--- src/rtl/core_config_pkg.sv ---
// core_config_pkg: core-wide configuration shared by the ALU commit path.
//   XLEN        result / register width
//   REG_ADDR_W  register-file index width
//   N_ALU_SRC   default number of ALU result channels feeding the commit arbiter
//   commit_entry_t  one buffered commit: data, destination rd, error flag
package core_config_pkg;

  localparam int XLEN       = 32;
  localparam int REG_ADDR_W = 5;
  localparam int N_ALU_SRC  = 4;

  typedef struct packed {
    logic [XLEN-1:0]       data;
    logic [REG_ADDR_W-1:0] rd;
    logic                  err;
  } commit_entry_t;

endpackage

--- src/rtl/rr_arbiter.sv ---
// rr_arbiter: purely combinational one-hot arbiter.
// Ports:
//   i_req      request vector, one bit per requester
//   i_ptr      index where the round-robin search starts
//   i_en       arbitration enable; no grant when low
//   o_gnt      one-hot grant
//   o_gnt_idx  binary index of the granted requester
// Macro ALU_COMMIT_ARB_FIXED_PRIO_EN: plain priority encoder (lowest index
// wins, i_ptr ignored). Default: masked-rotate round robin starting at i_ptr.
module rr_arbiter #(
  parameter int N     = 4,
  parameter int IDX_W = $clog2(N)
) (
  input  logic [N-1:0]     i_req,
  input  logic [IDX_W-1:0] i_ptr,
  input  logic             i_en,
  output logic [N-1:0]     o_gnt,
  output logic [IDX_W-1:0] o_gnt_idx
);

  logic w_found;

`ifdef ALU_COMMIT_ARB_FIXED_PRIO_EN
  // Lowest requesting index wins.
  always_comb begin
    w_found   = 1'b0;
    o_gnt     = '0;
    o_gnt_idx = '0;
    if (i_en) begin
      for (int i = 0; i < N; i++) begin
        if (i_req[i] && !w_found) begin
          w_found   = 1'b1;
          o_gnt[i]  = 1'b1;
          o_gnt_idx = IDX_W'(i);
        end
      end
    end
  end
`else
  logic [N-1:0] w_masked;

  // Requests at or above the pointer get first pick; if none exist the
  // search wraps to the unmasked vector, which yields lowest index overall.
  always_comb begin
    w_masked  = '0;
    w_found   = 1'b0;
    o_gnt     = '0;
    o_gnt_idx = '0;
    for (int i = 0; i < N; i++) begin
      w_masked[i] = i_req[i] && (i >= int'(i_ptr));
    end
    if (i_en) begin
      for (int i = 0; i < N; i++) begin
        if (w_masked[i] && !w_found) begin
          w_found   = 1'b1;
          o_gnt[i]  = 1'b1;
          o_gnt_idx = IDX_W'(i);
        end
      end
      for (int i = 0; i < N; i++) begin
        if (i_req[i] && !w_found) begin
          w_found   = 1'b1;
          o_gnt[i]  = 1'b1;
          o_gnt_idx = IDX_W'(i);
        end
      end
    end
  end
`endif

endmodule

--- src/rtl/alu_commit_arbiter.sv ---
// alu_commit_arbiter: shares the single register-file write port among
// N_SRC ALU result channels, with a one-entry output register.
// Ports:
//   clk, rst_n        clock, asynchronous active-low reset
//   i_src_valid/res/rd/error  per-ALU result (flattened, source 0 in LSBs)
//   o_src_clear       one-hot grant; tells the ALU its result was consumed
//   i_flush           drops every pending ALU result and the buffered entry
//   o_wb_valid/data/rd, i_wb_ready  write request to the register file
//   o_exc_valid, o_exc_src  one-cycle pulse when an error result is consumed
// Macro ALU_COMMIT_ARB_FIXED_PRIO_EN: fixed priority (lowest index wins),
// no round-robin pointer. Default: round robin.
module alu_commit_arbiter
  import core_config_pkg::*;
#(
  parameter int N_SRC      = core_config_pkg::N_ALU_SRC,
  parameter int XLEN       = core_config_pkg::XLEN,
  parameter int REG_ADDR_W = core_config_pkg::REG_ADDR_W
) (
  input  logic                        clk,
  input  logic                        rst_n,
  input  logic [N_SRC-1:0]            i_src_valid,
  input  logic [N_SRC*XLEN-1:0]       i_src_res,
  input  logic [N_SRC*REG_ADDR_W-1:0] i_src_rd,
  input  logic [N_SRC-1:0]            i_src_error,
  output logic [N_SRC-1:0]            o_src_clear,
  input  logic                        i_flush,
  output logic                        o_wb_valid,
  output logic [XLEN-1:0]             o_wb_data,
  output logic [REG_ADDR_W-1:0]       o_wb_rd,
  input  logic                        i_wb_ready,
  output logic                        o_exc_valid,
  output logic [$clog2(N_SRC)-1:0]    o_exc_src
);

  localparam int IDX_W = $clog2(N_SRC);

  logic                  r_wb_valid;
  commit_entry_t         r_entry;
  logic [IDX_W-1:0]      r_exc_src;
  logic [IDX_W-1:0]      w_rr_ptr;
  logic                  w_slot_free;
  logic                  w_arb_en;
  logic [N_SRC-1:0]      w_gnt;
  logic [IDX_W-1:0]      w_gnt_idx;
  logic                  w_grant;
  logic [XLEN-1:0]       w_sel_res;
  logic [REG_ADDR_W-1:0] w_sel_rd;
  logic                  w_sel_err;
  logic [IDX_W-1:0]      w_next_ptr;

  // The slot can take a new entry when empty or when the current one retires
  // at this same edge.
  assign w_slot_free = !r_wb_valid || i_wb_ready;
  assign w_arb_en    = w_slot_free && !i_flush;

  rr_arbiter #(
    .N     (N_SRC),
    .IDX_W (IDX_W)
  ) u_rr_arbiter (
    .i_req     (i_src_valid),
    .i_ptr     (w_rr_ptr),
    .i_en      (w_arb_en),
    .o_gnt     (w_gnt),
    .o_gnt_idx (w_gnt_idx)
  );

  assign w_grant    = |w_gnt;
  assign w_sel_res  = i_src_res[int'(w_gnt_idx)*XLEN +: XLEN];
  assign w_sel_rd   = i_src_rd[int'(w_gnt_idx)*REG_ADDR_W +: REG_ADDR_W];
  assign w_sel_err  = i_src_error[w_gnt_idx];
  assign w_next_ptr = (w_gnt_idx == IDX_W'(N_SRC-1)) ? '0 : w_gnt_idx + 1'b1;

  // Flush clears every pending ALU result; held at zero during reset so the
  // ALUs never see a consume while the arbiter is not running.
  assign o_src_clear = !rst_n  ? '0 :
                       i_flush ? i_src_valid : w_gnt;

`ifdef ALU_COMMIT_ARB_FIXED_PRIO_EN
  assign w_rr_ptr = '0;
`else
  logic [IDX_W-1:0] r_rr_ptr;

  // Pointer moves just past the winner; flush leaves it untouched.
  always_ff @(posedge clk or negedge rst_n) begin
    if (!rst_n) begin
      r_rr_ptr <= '0;
    end else if (w_grant) begin
      r_rr_ptr <= w_next_ptr;
    end
  end

  assign w_rr_ptr = r_rr_ptr;
`endif

  // Output register. r_entry.err doubles as the one-cycle exception pulse;
  // error and rd==0 results are consumed without touching the held data.
  always_ff @(posedge clk or negedge rst_n) begin
    if (!rst_n) begin
      r_wb_valid <= 1'b0;
      r_entry    <= '0;
      r_exc_src  <= '0;
    end else if (i_flush) begin
      r_wb_valid  <= 1'b0;
      r_entry.err <= 1'b0;
    end else if (w_grant) begin
      r_entry.err <= w_sel_err;
      if (w_sel_err) begin
        r_exc_src <= w_gnt_idx;
      end
      if (!w_sel_err && (w_sel_rd != '0)) begin
        r_wb_valid   <= 1'b1;
        r_entry.data <= w_sel_res;
        r_entry.rd   <= w_sel_rd;
      end else begin
        r_wb_valid <= 1'b0;
      end
    end else begin
      r_entry.err <= 1'b0;
      if (i_wb_ready) begin
        r_wb_valid <= 1'b0;
      end
    end
  end

  assign o_wb_valid  = r_wb_valid;
  assign o_wb_data   = r_entry.data;
  assign o_wb_rd     = r_entry.rd;
  assign o_exc_valid = r_entry.err;
  assign o_exc_src   = r_exc_src;

endmodule

--- config.mk ---
export PLATFORM = sky130hd
export DESIGN_NAME = alu_commit_arbiter
export DESIGN_NICKNAME = d
export VERILOG_FILES = /design/src/rtl/core_config_pkg.sv /design/src/rtl/rr_arbiter.sv /design/src/rtl/alu_commit_arbiter.sv
export SDC_FILE = /design/constraint.sdc
export NUM_CORES = 1
export LEC_CHECK = 0
export CAP_MARGIN = 40
export CORE_UTILIZATION = 38
export CTS_CLUSTER_SIZE = 14
export DETAILED_ROUTE_END_ITERATION = 7
export PLACE_DENSITY_LB_ADDON = 0.12
export SYNTH_ARGS = -nofsm -noshare
export SYNTH_HDL_FRONTEND = slang
export SYNTH_SLANG_ARGS = --single-unit
export TNS_END_PERCENT = 10
--- constraint.sdc ---
create_clock -name clk -period 2.3 [get_ports clk]
set_input_delay 0.46 -clock clk [delete_from_list [all_inputs] [get_ports clk]]
set_output_delay 0.46 -clock clk [all_outputs]
set_load 0.05 [all_outputs]
==> summary.md, run 1 <==
| Metric | Value |
|---|---|
| RSZ-0062 raised after global routing | `yes` |
| Slew HR | `62.7%` |
| Worst VDD drop | `0.000482 V` |
| Synth Area in XOR/XNOR | `0%` |
| Syn Area/Cell | `11.7 um^2` |
| CTS tree | `done` |
| Die Area | `8980 um^2` |
| Delay-heaviest family, CP | `buffers and inverters` |
| Post-synth top cells | `mux2i_1 (104), dfrtp_1 (43), mux2_4 (20)` |
| Asr flop ratio synth | `100%` |
| Finished Layout Cells | `618` |
| Number of synthesized flops with an enable pin | `0` |
| Yosys top cell area share | `32.9%` |
| Top_reg_cell synth | `dfrtp_1` |
| Total clock sinks | `43` |
| Vias post-DR | `3175` |
| Total GRT Usage | `20.4%` |
| Wire per inst | `15.7 um` |
| Fin crit share | `99.7%` |
| Maximum fanout along the worst path | `11` |
| Vias in the first global route | `3050` |
| Cell variety after synth | `41` |
| Fin crit period | `2.29 ns` |
| Largest family of logic cells by synthesized area | `multiplexers` |
| Initial antenna violation count | `0` |
| FP Rows | `33` |
| CP most frequent cell | `buf_12` |
| Synth Cell Area | `3270 um^2` |
| Final setup violation count | `0` |
| Total number of yosys warnings | `0` |
| Worst path max stage delay | `0.55 ns` |
| Pwr dens | `1060 nW/um^2` |
| Finished Cell Area | `6030 um^2` |
| Placed Cells | `605` |
| Count of final hold-check violations | `0` |
| I/O Buffers | `204` |
| Effective utilization at floorplan | `39.6%` |
| Drt pass-1 iters | `4` |
| Seq/Total Area, Yosys | `32.9%` |
| Antenna diode count | `0` |
| Util after Layout | `73.0%` |
| Fin Hold WS | `0.319 ns` |
| Die Width | `94.8 um` |
| Register bit total from synthesis | `43` |
| Core area | `8260 um^2` |
| Slowest-stage cell, CP | `or4_4` |
| Fmax | `436 MHz` |
| Synth Area in Simple Gates | `4.63%` |
| Total negative slack | `0 ns` |
| Syn Nets | `439` |
| Layout area overhead | `84.2%` |
| Final wirelength | `9.67 mm` |
| Gate Count Post-Synth | `279` |
| Dpl ws | `-0.459 ns` |
| Post-route ant nets | `0` |
| Lkg Pwr | `2.91 nW` |
| Layout Nets | `672` |
| CTS root buf | `clkbuf_8` |
| Crit path buffers/inverters | `3` |
| CTS clock-pin slew for the worst setup and hold paths | `0.08 ns` |
| Worst-margin pin slew | `0.558 ns` |
| Max cap viols | `0` |
| Placer Congestion | `0.884` |
| Remaining DRCs | `0` |
| Status | `completed` |
| Slew Limit Fails | `0` |
| Post-synthesis mux area share | `48.2%` |
| Crit end category | `register` |
| GRT busiest layer | `met2` |
| Post-Synth Adder-Cell Area | `0%` |
| Num ports | `205` |
| Crit path DAT | `2.47 ns` |
| HP Class | `primary input to asynchronous set/reset pin` |
| Most numerous cell in the Yosys netlist | `mux2i_1` |
| Clock latency on the worst-skew pair | `0.29 ns` |
| Met3 Usage GRT | `5.31%` |
| Critical path class | `primary input to register` |
| Clock Tree Buf Depth | `2` |
| H-tree lvl count | `2` |
| Placed Area | `5730 um^2` |
| Ratio of cells with drive above 1 in the final layout | `21.6%` |
| Skew final | `0.00222 ns` |
| CP Cell Sequence | `clkdlybuf4s50_1 > or4_4 > o21ai_1 > mux2i_1 > a22oi_4 > buf_12 > buf_12 > mux2_1` |
| Compound-Gate Fraction of Synth Area | `9.26%` |
| Vias/cell | `5.14` |
| Grt total ovfl | `0` |
| Initial DRC count | `63` |
| Final Worst Setup Slack | `0.00624 ns` |
| Biggest area consumer among synthesized cells | `dfrtp_1` |
| GR Util met1 | `23.1%` |
| Synth top area cells | `dfrtp_1 (33%), mux2i_1 (32%), mux2_4 (9.2%)` |
| CTS Buf Count | `5` |
| Die Y | `94.8 um` |
| CP Launch Type | `primary input` |
| CP Data Required Time | `2.47 ns` |
| Largest net degree at the start of global routing | `44` |
| Post-DP HPWL | `7.73 mm` |
| Met2 Use GR | `37.7%` |
| Global-route wire length before repair | `14.1 mm` |
| Total power | `6.40 mW` |
placed cells by master (no fill, tap or decap), types with 5 or more instances in the layout:
cell type / n
buf_12: 12
clkbuf_8: 5
mux2i_1: 102
clkdlybuf4s50_1: 187
dfrtp_1: 41
dlymetal6s2s_1: 8
inv_1: 9
mux2_4: 21
nor2_1: 5
mux2_2: 8
a22o_1: 5
nand2_1: 6
buf_4: 29
worst register-to-register path, stage by stage, from the launching register on:
cell       delay (ns)
dfrtp_2          0.47
nand2b_1         0.20
a21oi_1          0.19
o21ai_2          0.10
buf_4            0.14
o2bb2ai_1        0.17
a22oi_4          0.20
buf_12           0.16
buf_12           0.14
mux2_1           0.32
flip-flops by register name, indices dropped and copies added, names as in the netlist:
| signal | flops |
|---|---|
| o_exc_src | 2 |
| r_rr_ptr | 2 |
| o_exc_valid | 1 |
| o_wb_data | 32 |
| o_wb_valid | 1 |
| o_wb_rd | 5 |
cell type report:
cell class              count  area (um^2)
repair buffers            245         2540
fillers                   613         2230
multi-input cells         207         2150
flip-flops and latches     43         1080
well taps                 105          131
clock buffers               6         72.6
inverters                  10         40.0
clock inverters             2         12.5
final timing paths:
kind | from | endpoint | slack, ns | cells past startpoint
worst max-delay path | i_src_rd[11] | o_wb_data[4]$_DFFE_PN0P_ | 0.006 | 8
worst min-delay path | rst_n | o_wb_valid$_DFFE_PN0P_ | 0.32 | 2
worst max register to register | r_rr_ptr[0]$_DFFE_PN0N_ | o_wb_data[4]$_DFFE_PN0P_ | 0.09 | 9
worst min register to register | o_wb_data[4]$_DFFE_PN0P_ | o_wb_data[4]$_DFFE_PN0P_ | 0.51 | 1
max in group asynchronous | rst_n | r_rr_ptr[1]$_DFFE_PN0N_ | 1.60 | 2
min in group clk | o_wb_data[4]$_DFFE_PN0P_ | o_wb_data[4]$_DFFE_PN0P_ | 0.51 | 1
power breakdown:
group | switching, mW | internal, mW
Sequential | 0.245 | 1.14
Combinational | 2.43 | 2.13
Clock | 0.247 | 0.212
Total | 2.92 | 3.48
per-layer routing:
layer  vias up  share of wire (%)
met5         -                  0
met1      1503                 38
met3        14                7.7
met2       141                 53
li1       1517                  -
met4         0                1.7
timing repair:
| action | in CTS | in global routing |
|---|---|---|
| resized for setup | 17 | 30 |
| gates cloned | 0 | 2 |
| hold buffers | 0 | 0 |
| pin swaps | 4 | 8 |
| setup endpoints to repair | 44 | 43 |
| setup buffers | 1 | 2 |
kinds of logic (layout without fill, tap and decap cells):
logic type / after synthesis / count (layout)
flip-flops: 43 / 43
buffers and inverters: 29 / 263
AO/OA/AOI/OAI: 38 / 38
multiplexers: 141 / 141
AND/OR/NAND/NOR: 28 / 28
Note: power is estimated with default switching activity, not from simulation.
==> run 2: changes to the inputs <==
--- a/config.mk
+++ b/config.mk
@@ -5,7 +5,8 @@
 export SDC_FILE = /design/constraint.sdc
 export NUM_CORES = 1
 export LEC_CHECK = 0
-export CAP_MARGIN = 40
+export CAP_MARGIN = 20
+export CORE_MARGIN = 1.5
 export CORE_UTILIZATION = 38
 export CTS_CLUSTER_SIZE = 14
 export DETAILED_ROUTE_END_ITERATION = 7
==> run 2 against run 1 <==
Against the previous run: the flow now finishes with violations (negative setup slack); via count up 3.4%; first-iteration DRC count up 38%; sequential share of layout area down 0.14 points.
==> summary.md, run 2 (synthesis gave the netlist of run 1 again) <==
| Metric | Value |
|---|---|
| Worst VDD drop | `0.000466 V (was 0.000482 V)` |
| Final Worst Setup Slack | `-0.00162 ns (was 0.00624 ns)` |
| Remaining DRCs | `0 (unchanged)` |
| Drt pass-1 iters | `4 (unchanged)` |
| CP Data Required Time | `2.47 ns (about the same)` |
| H-tree lvl count | `2 (unchanged)` |
| CTS root buf | `clkbuf_8 (unchanged)` |
| Initial DRC count | `87 (was 63)` |
| Net Sw Frac | `45.7% (was 45.6%)` |
| Fin crit share | `100% (was 99.7%)` |
| Most common cell after layout, fill and taps aside | `clkdlybuf4s50_1 (unchanged)` |
| Layout Nets | `682 (was 672)` |
| Post-CTS Hold Buffers | `0 (unchanged)` |
| Pwr dens | `1060 nW/um^2 (about the same)` |
| Most frequent cells in the layout | `clkdlybuf4s50_1 (180), mux2i_1 (101), dfrtp_1 (41) (was clkdlybuf4s50_1 (187), mux2i_1 (102), dfrtp_1 (41))` |
| Num ports | `205 (unchanged)` |
| Total clock sinks | `43 (unchanged)` |
| Total GRT Usage | `23.0% (was 20.4%)` |
| Slew HR | `61.7% (was 62.7%)` |
| Flop pwr share | `21.6% (was 21.7%)` |
| Vias/cell | `5.24 (was 5.14)` |
| Skew final | `0.00305 ns (was 0.00222 ns)` |
| Status | `finished with violations (was completed)` |
| Crit path DAT | `2.47 ns (about the same)` |
| Vias post-DR | `3283 (was 3175)` |
| Placed Area | `5750 um^2 (was 5730 um^2)` |
| CTS tree | `done (unchanged)` |
| Critical path class | `primary input to register (unchanged)` |
| HP Class | `primary input to asynchronous set/reset pin (unchanged)` |
| Finished Cell Area | `6070 um^2 (was 6030 um^2)` |
| CP Launch Type | `primary input (unchanged)` |
| I/O Buffers | `204 (unchanged)` |
| Vias in the first global route | `3348 (was 3050)` |
| Final setup violation count | `3 (was 0)` |
| Core area | `8260 um^2 (unchanged)` |
| Total power | `6.43 mW (was 6.40 mW)` |
| Max reg flops | `32 (unchanged)` |
| Grt total ovfl | `0 (unchanged)` |
| Util after Layout | `73.5% (was 73.0%)` |
| Max cap viols | `0 (unchanged)` |
| Worst-margin pin slew | `0.573 ns (was 0.558 ns)` |
| Die Width | `95.8 um (was 94.8 um)` |
| Gate power share | `71.5% (was 71.1%)` |
| Crit end category | `register (unchanged)` |
| Largest net degree at the start of global routing | `35 (was 44)` |
| Die Y | `95.8 um (was 94.8 um)` |
| Effective utilization at floorplan | `39.6% (unchanged)` |
| Die Area | `9170 um^2 (was 8980 um^2)` |
| Post-DP HPWL | `8.26 mm (was 7.73 mm)` |
| Clock Tree Buf Depth | `2 (unchanged)` |
| Fin crit period | `2.30 ns (was 2.29 ns)` |
| Final wirelength | `10.7 mm (was 9.67 mm)` |
| Initial antenna violation count | `0 (unchanged)` |
| Clk pwr share | `6.9% (was 7.2%)` |
| Fmax | `434 MHz (was 436 MHz)` |
| Clock latency on the worst-skew pair | `0.28 ns (was 0.29 ns)` |
| FP Rows | `33 (unchanged)` |
| Slew Limit Fails | `0 (unchanged)` |
| Failing checks | `negative setup slack` |
| Lkg Pwr | `2.96 nW (was 2.91 nW)` |
| CTS clock-pin slew for the worst setup and hold paths | `0.08 ns (about the same)` |
| CTS Buf Count | `5 (unchanged)` |
| Layout area overhead | `85.7% (was 84.2%)` |
| Global-route wire length before repair | `16.0 mm (was 14.1 mm)` |
| P_int | `3.49 mW (was 3.48 mW)` |
| Post-route ant nets | `0 (unchanged)` |
| Net Sw Power | `2.94 mW (was 2.92 mW)` |
| Wire per inst | `17.0 um (was 15.7 um)` |
| Dpl ws | `-0.507 ns (was -0.459 ns)` |
| Antenna diode count | `0 (unchanged)` |
| Placer Congestion | `0.894 (was 0.884)` |
| Maximum fanout along the worst path | `7 (was 11)` |
| Count of final hold-check violations | `0 (unchanged)` |
| FILL cells | `602 (was 613)` |
| Ratio of cells with drive above 1 in the final layout | `23.8% (was 21.6%)` |
| RSZ-0062 raised after global routing | `yes (unchanged)` |
[run 2: cell types whose count changed in the layout (fill, tap and decap cells not counted), moves of 4 or more]
cell / previous run / this run
buf_4: 29 / 40
buf_6: 2 / 6
buf_12: 12 / 7
dlygate4sd2_1: 2 / 9
clkdlybuf4s50_1: 187 / 180
[run 2: cell type report]
type                            count  area (um^2)  area share (%)
Clock buffer                        5         68.8            1.13
Clock inverter                      1         7.51           0.124
Inverter                           10         40.0           0.659
Multi-Input combinational cell    207         2170            35.8
Sequential cell                    43         1080            17.8
Tap cell                          105          131            2.16
Timing Repair Buffer              255         2570            42.4
[run 2: path summary, 6_finish.rpt]
path / from / endpoint / cells past startpoint / slack (ns)
max: i_src_rd[8] / o_wb_data[26]$_DFFE_PN0P_ / 8 / -0.002
min: rst_n / o_wb_valid$_DFFE_PN0P_ / 1 / 0.05
max reg2reg: r_rr_ptr[0]$_DFFE_PN0N_ / o_wb_rd[3]$_DFFE_PN0P_ / 9 / 0.09
min reg2reg: o_exc_src[1]$_DFFE_PN0P_ / o_exc_src[1]$_DFFE_PN0P_ / 1 / 0.50
max in group asynchronous: rst_n / r_rr_ptr[0]$_DFFE_PN0N_ / 2 / 1.50
min in group clk: o_exc_src[1]$_DFFE_PN0P_ / o_exc_src[1]$_DFFE_PN0P_ / 1 / 0.50
[run 2: timing repair]
item	CTS	global route
cloned	2	0
gates resized for setup	42	21
buffers inserted	5	1
endpoints found under the setup margin	44	42
pin swaps	5	10
[run 2: through the flow]
stage / instances / TNS, ns / hold slack (ns)
CTS: 626 / 0 / 0.0467
floorplan: 279 / -1.62 / 0.164
global route: 626 / -0.811 / 0.0565
finish: 626 / -0.00457 / 0.0519
detailed placement: 613 / -18.91 / 0.360
global placement: 613 / -17.24 / 0.361
[run 2: power groups by stage]
stage,Sequential (mW),Combinational (mW),Clock (mW)
after floorplan,2.61,1.56,0
after global placement,1.37,4.36,0
after detailed placement,1.38,4.41,0
after CTS,1.39,4.61,0.460
after global routing,1.44,4.82,0.495
final,1.39,4.60,0.444
[run 2: per-layer routing]
layer	global-route usage, %	wire length, um
met1	24.7	3790
met2	42.5	5600
met5	0	0
met4	8.82	353
met3	6.40	911
[run 2: worst max-delay path, cell delays in order]
cell and delay [ns]:
clkdlybuf4s50_1 0.43, or4_4 0.44, o21bai_1 0.18, mux2i_2 0.12
a22oi_4 0.24, buf_6 0.17, buf_12 0.13, mux2_4 0.30
